[config.mk]
export PLATFORM = sky130hd
export DESIGN_NAME = multicycle_alu
export DESIGN_NICKNAME = d
export VERILOG_FILES = /design/src/rtl/alu_pkg.sv /design/src/rtl/alu_mul_iter.sv /design/src/rtl/multicycle_alu.sv
export SDC_FILE = /design/constraint.sdc
export NUM_CORES = 1
export LEC_CHECK = 0
export ABC_AREA = 1
export BUFFER_PORTS_ARGS = -buffer_cell sky130_fd_sc_hd__buf_2
export CAP_MARGIN = 20
export CORE_MARGIN = 5
export CORE_UTILIZATION = 39
export DETAILED_ROUTE_END_ITERATION = 10
export PLACE_DENSITY = 0.59
export SLEW_MARGIN = 20
export SYNTH_ARGS = -nofsm -noshare
export SYNTH_HDL_FRONTEND = slang
export SYNTH_SLANG_ARGS = --single-unit
[constraint.sdc]
create_clock -name clk -period 3.16 [get_ports clk]
set_clock_uncertainty 0.05 [all_clocks]
set_input_delay 0.158 -clock clk [delete_from_list [all_inputs] [get_ports clk]]
set_output_delay 0.158 -clock clk [all_outputs]
set_load 0.01 [all_outputs]
[src/rtl/alu_pkg.sv]
// Shared definitions for the multicycle ALU: opcodes, flag bit positions,
// FSM state encoding and the flag-packing helper.
package alu_pkg;

  typedef enum logic [3:0] {
    OP_ADD = 4'h0,
    OP_SUB = 4'h1,
    OP_SHL = 4'h2,
    OP_OR  = 4'h3,
    OP_AND = 4'h4,
    OP_XOR = 4'h5,
    OP_ROL = 4'h6,
    OP_EQ  = 4'h7,
    OP_GTU = 4'h8,
    OP_LTU = 4'h9,
    OP_SHR = 4'hA,
    OP_SAR = 4'hB,
    OP_ROR = 4'hC,
    OP_MUL = 4'hD,
    OP_LTS = 4'hE,
    OP_ILL = 4'hF
  } alu_op_e;

  localparam int FLAG_Z   = 0;
  localparam int FLAG_C   = 1;
  localparam int FLAG_V   = 2;
  localparam int FLAG_N   = 3;
  localparam int FLAG_ILL = 4;

  localparam logic [1:0] ST_IDLE = 2'd0;
  localparam logic [1:0] ST_BUSY = 2'd1;
  localparam logic [1:0] ST_HOLD = 2'd2;

  function automatic logic [4:0] pack_flags(input logic ill, input logic n,
                                            input logic v, input logic c,
                                            input logic z);
    logic [4:0] f;
    f           = '0;
    f[FLAG_ILL] = ill;
    f[FLAG_N]   = n;
    f[FLAG_V]   = v;
    f[FLAG_C]   = c;
    f[FLAG_Z]   = z;
    return f;
  endfunction

endpackage

[src/rtl/alu_mul_iter.sv]
// Iterative unsigned shift-add multiplier: one partial product per cycle,
// W cycles per operation, done pulses for one cycle with the product held.
module alu_mul_iter #(
  parameter int W = 16
) (
  input  logic         clk,
  input  logic         reset,
  input  logic         start,
  input  logic [W-1:0] a,
  input  logic [W-1:0] b,
  output logic         busy,
  output logic         done,
  output logic [W-1:0] product_lo,
  output logic         product_hi_nz
);

  localparam int CW = $clog2(W) + 1;

  logic [2*W-1:0] acc_q, acc_d;
  logic [2*W-1:0] mcand_q, mcand_d;
  logic [W-1:0]   mplier_q, mplier_d;
  logic [CW-1:0]  cnt_q, cnt_d;
  logic           busy_q, busy_d;
  logic           done_q, done_d;

  always_comb begin
    acc_d    = acc_q;
    mcand_d  = mcand_q;
    mplier_d = mplier_q;
    cnt_d    = cnt_q;
    busy_d   = busy_q;
    done_d   = 1'b0;
    if (busy_q) begin
      if (mplier_q[0]) acc_d = acc_q + mcand_q;
      mcand_d  = mcand_q << 1;
      mplier_d = mplier_q >> 1;
      cnt_d    = cnt_q - CW'(1);
      if (cnt_q == CW'(1)) begin
        busy_d = 1'b0;
        done_d = 1'b1;
      end
    end else if (start) begin
      acc_d    = '0;
      mcand_d  = {{W{1'b0}}, a};
      mplier_d = b;
      cnt_d    = CW'(W);
      busy_d   = 1'b1;
    end
  end

  always_ff @(posedge clk or negedge reset) begin
    if (!reset) begin
      acc_q    <= '0;
      mcand_q  <= '0;
      mplier_q <= '0;
      cnt_q    <= '0;
      busy_q   <= 1'b0;
      done_q   <= 1'b0;
    end else begin
      acc_q    <= acc_d;
      mcand_q  <= mcand_d;
      mplier_q <= mplier_d;
      cnt_q    <= cnt_d;
      busy_q   <= busy_d;
      done_q   <= done_d;
    end
  end

  assign busy          = busy_q;
  assign done          = done_q;
  assign product_lo    = acc_q[W-1:0];
  assign product_hi_nz = |acc_q[2*W-1:W];

endmodule

[src/rtl/multicycle_alu.sv]
// Multicycle ALU: single-cycle ops land in the result register on the accepting
// edge; MUL runs through the iterative multiplier before reaching HOLD.
module multicycle_alu
  import alu_pkg::*;
#(
  parameter int BUS_WIDTH = 16
) (
  input  logic                 clk,
  input  logic                 reset,
  input  logic                 in_valid,
  output logic                 in_ready,
  input  logic [BUS_WIDTH-1:0] a,
  input  logic [BUS_WIDTH-1:0] b,
  input  logic [3:0]           command,
  output logic                 out_valid,
  input  logic                 out_ready,
  output logic [BUS_WIDTH-1:0] out,
  output logic [4:0]           flags,
  output logic [1:0]           dbg_state
);

  localparam int SHW = $clog2(BUS_WIDTH);
  localparam logic [BUS_WIDTH:0] ONE = 1;

  logic [1:0]           state_q, state_d;
  logic [BUS_WIDTH-1:0] out_q, out_d;
  logic [4:0]           flags_q, flags_d;

  logic                 accept, is_mul, mul_start;
  logic                 mul_busy, mul_done, mul_hi_nz;
  logic [BUS_WIDTH-1:0] mul_lo;
  logic [SHW-1:0]       shamt;
  logic [BUS_WIDTH:0]   sum_w, diff_w;
  logic [BUS_WIDTH-1:0] alu_res;
  logic                 alu_c, alu_v, alu_ill;
  logic [4:0]           alu_flags;

  // Handshakes: a transfer happens on a rising edge where valid && ready;
  // in_ready is combinational so HOLD can hand off and accept in one cycle.
  assign in_ready  = (state_q == ST_IDLE) || ((state_q == ST_HOLD) && out_ready);
  assign accept    = in_valid && in_ready;
  assign is_mul    = (command == OP_MUL);
  assign mul_start = accept && is_mul && !mul_busy;
  assign shamt     = b[SHW-1:0];

  alu_mul_iter #(.W(BUS_WIDTH)) u_mul (
    .clk           (clk),
    .reset         (reset),
    .start         (mul_start),
    .a             (a),
    .b             (b),
    .busy          (mul_busy),
    .done          (mul_done),
    .product_lo    (mul_lo),
    .product_hi_nz (mul_hi_nz)
  );

  always_comb begin
    sum_w   = {1'b0, a} + {1'b0, b};
    diff_w  = {1'b0, a} + {1'b0, ~b} + ONE;
    alu_res = '0;
    alu_c   = 1'b0;
    alu_v   = 1'b0;
    alu_ill = 1'b0;
    case (alu_op_e'(command))
      OP_ADD: begin
        alu_res = sum_w[BUS_WIDTH-1:0];
        alu_c   = sum_w[BUS_WIDTH];
        alu_v   = (a[BUS_WIDTH-1] == b[BUS_WIDTH-1]) &&
                  (sum_w[BUS_WIDTH-1] != a[BUS_WIDTH-1]);
      end
      OP_SUB: begin
        alu_res = diff_w[BUS_WIDTH-1:0];
        alu_c   = diff_w[BUS_WIDTH];
        alu_v   = (a[BUS_WIDTH-1] != b[BUS_WIDTH-1]) &&
                  (diff_w[BUS_WIDTH-1] != a[BUS_WIDTH-1]);
      end
      OP_SHL: alu_res = a << shamt;
      OP_OR:  alu_res = a | b;
      OP_AND: alu_res = a & b;
      OP_XOR: alu_res = a ^ b;
      // A shift by the full width yields zero, so amount 0 falls out as a.
      OP_ROL: alu_res = (a << shamt) | (a >> (BUS_WIDTH - int'(shamt)));
      OP_ROR: alu_res = (a >> shamt) | (a << (BUS_WIDTH - int'(shamt)));
      OP_EQ:  alu_res = {{(BUS_WIDTH-1){1'b0}}, (a == b)};
      OP_GTU: alu_res = {{(BUS_WIDTH-1){1'b0}}, (a > b)};
      OP_LTU: alu_res = {{(BUS_WIDTH-1){1'b0}}, (a < b)};
      OP_LTS: alu_res = {{(BUS_WIDTH-1){1'b0}}, ($signed(a) < $signed(b))};
      OP_SHR: alu_res = a >> shamt;
      OP_SAR: alu_res = $signed(a) >>> shamt;
      OP_MUL: alu_res = '0;
      OP_ILL: alu_ill = 1'b1;
      default: alu_ill = 1'b1;
    endcase
    alu_flags = pack_flags(alu_ill, alu_res[BUS_WIDTH-1], alu_v, alu_c, ~|alu_res);
  end

  always_comb begin
    state_d = state_q;
    out_d   = out_q;
    flags_d = flags_q;
    case (state_q)
      ST_IDLE, ST_HOLD: begin
        if (accept) begin
          if (is_mul) begin
            state_d = ST_BUSY;
          end else begin
            state_d = ST_HOLD;
            out_d   = alu_res;
            flags_d = alu_flags;
          end
        end else if ((state_q == ST_HOLD) && out_ready) begin
          state_d = ST_IDLE;
        end
      end
      ST_BUSY: begin
        if (mul_done) begin
          state_d = ST_HOLD;
          out_d   = mul_lo;
          flags_d = pack_flags(1'b0, mul_lo[BUS_WIDTH-1], 1'b0, mul_hi_nz, ~|mul_lo);
        end
      end
      default: state_d = ST_IDLE;
    endcase
  end

  always_ff @(posedge clk or negedge reset) begin
    if (!reset) begin
      state_q <= ST_IDLE;
      out_q   <= '0;
      flags_q <= '0;
    end else begin
      state_q <= state_d;
      out_q   <= out_d;
      flags_q <= flags_d;
    end
  end

  assign out_valid = (state_q == ST_HOLD);
  assign out       = out_q;
  assign flags     = flags_q;
  assign dbg_state = state_q;

endmodule

==> out/metrics.cfg, run 1 <==
[drt]
drt_iter0_markers = 1780
firstDrtPassIters = 5
routed-via-count = 14733
via_per_inst = 5.78
ant_nets = 0
remaining_drc_errors = 0
avgRoutedWirePerCell_um = 21.6
wirelength_mm = 55.2

[grt]
gr-total-overflow = 0
antenna_found_initial = 0
grt_util_all_layers = 0.305
grt_pass1_wl_mm = 83.7
grt_max_degree = 62
grt_pass1_vias = 13593

[clock_tree]
numCtsBuffers = 9
cts_tree = yes
cts_root_buffer = clkbuf_16
clkLatencyLatePin_ps = 370
htree_levels = 3
cts_buffer_depth = 2
cts.sinks = 109
clkTransAtPathRegs_ps = 80
cts_setup_buffers = 0

[power_and_ir_drop]
seq_power_share = 0.310
p_per_area_nw_per_um2 = 537
clkPwrFrac = 0.164
total_power_uw = 7390
p_switching_uw = 3640
power.leakage_uw = 0.00739
ir_drop_mv = 0.410
netSwitchingFraction = 0.493
cell_internal_pwr_uw = 3750
combPwrFrac = 0.526

[synth]
synth-edff-count = 0
synth-main-ff-cell = dfrtp_1
yosysTopAreaCellShare = 0.221
async_flop_share = 1.00
syn_nets = 2196
synth.yosys.seq_area_share = 0.221
yosysTopAreaCell = dfrtp_1
synth_cells = 2064
syn_avg_cell_area_um2 = 5.98
synth.area.top_cells = dfrtp_1 22%, nand2_1 20%, nand3_1 12%
yosysMostFrequentCell = nand2_1
synthTopCellsByCount = 658 x nand2_1, 284 x nand3_1, 241 x inv_1, 190 x nor2_1, 109 x dfrtp_1
ys_ff_latch = 109
yosys.cell_types.count = 53
syn_area_um2 = 12300
yosysWarnings = 0

[placement]
io_buffers = 64
dp_hpwl_mm = 44.2
post-place-ws_ps = 126
placedCellCount = 2530
place_congestion = 1.08

[sta]
relSlewSlack = 0.351
rsz0062_at_grt = no
hold_viol_final = 0
worst_slew_pin_slew_ps = 969
finalSetupTns_ps = 0
finalCritPeriodShare = 0.952
finalCriticalPeriod_ps = 3010
setup_slack_ps = 151
slew_viol_final = 0
fmax_ghz = 0.332
finalSetupViolCount = 0

[floorplan]
num_io_pins = 65
die-area_um2 = 35300
start_util = 0.393
die_h_um = 188
rows = 65
core_um2 = 31400
die_w_um = 188

[worst_setup_path]
end_kind = flip-flop
reg2regPathDepth = 7
cp.arrival_ps = 3250
critPathLaunchType = primary input
reg2reg_from = dbg_state[1]$_DFFE_PN0P_
criticalPathCategory = primary input to flip-flop
cp_max_fo = 9
r2r_setup_slack_ps = 200
required_ps = 3410
worstReg2RegEnd = u_mul.mcand_q[3]$_DFFE_PN0P_

[job]
drv_cap = 0

[outcome]
run_status = complete, no violations

[layout]
instances_no_fill = 2550
nets = 2275
nFillCells = 3499
drive_gt1_frac = 0.0903
antenna_cells = 0
area_growth_pct = 11.6

[hold_path]
hold_start = b[14]
min_to = u_mul.mplier_q[14]$_DFFE_PN0P_
holdPathStages = 3
hold_path_class = primary input to flip-flop

[worst max-delay path by stage]
stage          start              endpoint  depth (start not counted)
6_report       b[10]  flags[0]$_DFFE_PN0P_                         19
5_1_grt        b[10]  flags[0]$_DFFE_PN0P_                         19
4_1_cts        b[10]   out[11]$_DFFE_PN0P_                         17
3_5_place_dp    a[0]  flags[0]$_DFFE_PN0P_                         20
3_3_place_gp    b[4]   out[11]$_DFFE_PN0P_                         16
2_1_floorplan   b[0]  flags[0]$_DFFE_PN0P_                         21
[stage by stage]
stage | utilization | hold WS (ps) | area (um2)
after floorplan | - | -188 | 12300
final | 0.438 | 28.9 | 13800
after detailed placement | 0.427 | 180 | 13400
after global placement | 0.427 | 177 | 13400
after global routing | 0.438 | 43.1 | 13800
after CTS | 0.438 | 26.2 | 13800
[critical path, cell delays in order]
cell and delay (ps):
dlygate4sd3_1 520, buf_2 130, inv_1 60, ha_1 400, nor2_1 240, nand2_1 160, nor2_1 140, nand2_1 140
nand3_1 120, nand2_1 50, nand3_1 60, nand2_1 70, nor2_1 290, nand2_1 220, nor2_1 160, nand2_1 60
nor2_1 80, nand3_1 70, a21oi_1 130
[per-layer routing]
layer | global-route usage | up-vias | wire length (um) | share of wire
met4 | 0.122 | 0 | 2400 | 0.043
met3 | 0.0348 | 114 | 4860 | 0.088
met1 | 0.439 | 6904 | 23900 | 0.43
met2 | 0.466 | 762 | 24000 | 0.43
li1 | - | 6953 | - | -
met5 | 0 | - | 0 | 0
[power by group through the flow]
stage	Clock, uW	Sequential (uW)	Combinational, uW
global placement	0	2300	3810
detailed placement	0	2300	3820
floorplan	0	2180	2630
CTS	1240	2280	3840
global route	1300	2340	4340
finish	1210	2290	3890
[registers in the layout (all words and copies together) (netlist names)]
register / count
u_mul.acc_q: 32
u_mul.mcand_q: 32
u_mul.mplier_q: 16
out: 15
flags: 5
u_mul.cnt_q: 5
dbg_state: 2
u_mul.busy: 1
u_mul.done: 1
[layout make-up]
class	instances	area, um2	share of cell area
Tap cell	402	503	0.0365
Sequential cell	109	2730	0.198
Timing Repair Buffer	145	978	0.0711
Multi-Input combinational cell	1630	8300	0.603
Clock buffer	9	225	0.0164
Inverter	248	933	0.0678
Clock inverter	7	93.8	0.00682
[kinds of logic (layout without fill, tap and decap cells)]
group | Yosys count | in the layout | synth area share
AOI/OAI and AO/OA | 305 | 305 | 0.143
DFF | 109 | 109 | 0.221
and+or+nand+nor | 1224 | 1224 | 0.428
buffers and inverters | 325 | 409 | 0.106
xor gates and xnor gates | 9 | 9 | 0.00639
adders and majority gates | 92 | 92 | 0.0951
[timing repair]
item,4_1_cts,5_1_grt
hold endpoints to repair,51,0
hold buffers,4,0
endpoints found under the setup margin,0,1
resized for setup,0,1
[cells in the final DEF (no fill, tap or decap), types with 8 or more instances in the layout]
master and n:
ha_1 89, nand3_2 9, o22ai_1 30, buf_4 75, o221ai_1 24, o211ai_1 9, nand3b_1 8, nor3_1 9
buf_2 63, inv_1 241, dfrtp_1 109, nor2_1 189, a21oi_1 97, a31oi_1 11, nand4_1 29, o21ai_0 100
clkbuf_16 9, nand3_1 284, nand2_1 658, o21ai_1 8
Power figures use the tool's default switching activity.
==> inputs of run 2 (changes only) <==
BUFFER_PORTS_ARGS = -buffer_cell sky130_fd_sc_hd__clkbuf_2   (was -buffer_cell sky130_fd_sc_hd__buf_2)
==> run 2 against run 1 <==
Against the previous run:
- power is 0.82% higher
- hold slack worse by 9.4 ps
- critical path depth is 5 lower
- register-to-register slack better by 130 ps
- clock power hardly changed
- wire length is 0.27% higher
- sequential cell count stayed put
- final area is 1.3% higher
- non-clock buffer count is 21 higher
- first-iteration DRC count is 15% lower
==> out/metrics.cfg, run 2 (synthesis gave the netlist of run 1 again) <==
[layout]
reg_top3 = u_mul.acc_q (32), u_mul.mcand_q (32), u_mul.mplier_q (16)
area_growth_pct = 13.1
final_cell_mix = 658 x nand2_1, 284 x nand3_1, 241 x inv_1
drive_gt1_frac = 0.0991
fin_area_um2 = 13900
final_util = 0.444
nFillCells = 3473
layout_commonest_cell = nand2_1
instances_no_fill = 2571
nets = 2296
antenna_cells = 0
multiInputGateArea_um2 = 8300
ff_latch_area_um2 = 2730

[worst_setup_path]
required_ps = 3380
critPathLaunchType = primary input
end_kind = flip-flop
criticalPathCategory = primary input to flip-flop
cp_max_fo = 9
cp.arrival_ps = 3120

[floorplan]
die-area_um2 = 35300
num_io_pins = 65
start_util = 0.393
rows = 65
die_h_um = 188
core_um2 = 31400
die_w_um = 188

[clock_tree]
ctsHoldBuffers = 4
cts.sinks = 109
cts_setup_buffers = 0
cts_tree = yes
cts_buffer_depth = 2
clkLatencyLatePin_ps = 370
cts-resized-gates = 0
clkTransAtPathRegs_ps = 100
cts_root_buffer = clkbuf_16
htree_levels = 3
numCtsBuffers = 9

[power_and_ir_drop]
seq_power_share = 0.306
p_switching_uw = 3650
cell_internal_pwr_uw = 3800
combPwrFrac = 0.527
clkPwrFrac = 0.167
power.leakage_uw = 0.00750
netSwitchingFraction = 0.490
ir_drop_mv = 0.286
p_per_area_nw_per_um2 = 534

[drt]
wirelength_mm = 55.3
avgRoutedWirePerCell_um = 21.5
routed-via-count = 14777
drt_iter0_markers = 1513
firstDrtPassIters = 6
via_per_inst = 5.75
remaining_drc_errors = 0
ant_nets = 0

[outcome]
run_status = complete, no violations

[sta]
relSlewSlack = 0.396
slew_viol_final = 0
finalSetupViolCount = 0
rsz0062_at_grt = no
whs_ps = 19.5
finalSetupTns_ps = 0
hold_viol_final = 0
finalCriticalPeriod_ps = 2900
fmax_ghz = 0.345
finalCritPeriodShare = 0.917
worst_slew_pin_slew_ps = 902

[placement]
place_congestion = 1.01
io_buffers = 64
dp_hpwl_mm = 44.6
place_area_um2 = 13600
placedCellCount = 2551

[grt]
grt_pass1_vias = 13796
antenna_found_initial = 0
grt_util_all_layers = 0.305
grt_pass1_wl_mm = 83.7
grt_max_degree = 61
gr-total-overflow = 0

[job]
drv_cap = 0

[hold_path]
hold_path_class = primary input to flip-flop

-- run 2: power by group through the flow --
stage,Sequential (uW),Clock [uW],Combinational [uW]
finish,2280,1240,3930
global route,2340,1320,4380
CTS,2270,1250,3880
detailed placement,2290,0,3870
global placement,2290,0,3850
floorplan,2180,0,2630
-- run 2: path summary, 6_finish.rpt --
| path | start | end | slack [ps] | depth (start not counted) |
|---|---|---|---|---|
| max | b[10] | flags[3]$_DFFE_PN0P_ | 260 | 14 |
| min reg2reg | u_mul.cnt_q[4]$_DFFE_PN0P_ | u_mul.cnt_q[4]$_DFFE_PN0P_ | 420 | 1 |
| min in group asynchronous | reset | u_mul.acc_q[22]$_DFFE_PN0P_ | 320 | 2 |
| max in group asynchronous | reset | u_mul.mcand_q[4]$_DFFE_PN0P_ | 1970 | 3 |
| max reg2reg | dbg_state[1]$_DFFE_PN0P_ | flags[3]$_DFFE_PN0P_ | 330 | 10 |
| min | b[14] | u_mul.mplier_q[14]$_DFFE_PN0P_ | 20 | 3 |
-- run 2: metal layers --
metal,GRT usage,share of wire
met1,0.428,0.44
met2,0.491,0.45
met3,0.0359,0.075
met4,0.0966,0.036
met5,0,0
-- run 2: worst max-delay path, cell delays in order --
cell           delay (ps)
dlygate4sd3_1         520
clkbuf_2              130
inv_1                  60
ha_1                  440
o21ai_0               250
inv_1                 100
nand2_1                60
a21oi_1               290
nand3_1               120
nand3_1                90
nand4_1               200
o21ai_0               460
buf_4                 190
nand2_1                40
-- run 2: layout make-up --
class,instances,area share
Timing Repair Buffer,166,0.0832
Inverter,248,0.0669
Tap cell,402,0.0361
Multi-Input combinational cell,1630,0.595
Clock buffer,9,0.0161
Clock inverter,7,0.00691
Sequential cell,109,0.196
-- run 2: stage by stage --
stage / power (uW) / worst slack [ps]
6_report: 7450 / 261
5_1_grt: 8040 / 30.6
4_1_cts: 7410 / 214
3_5_place_dp: 6160 / 192
3_3_place_gp: 6140 / 128
2_1_floorplan: 4810 / 711
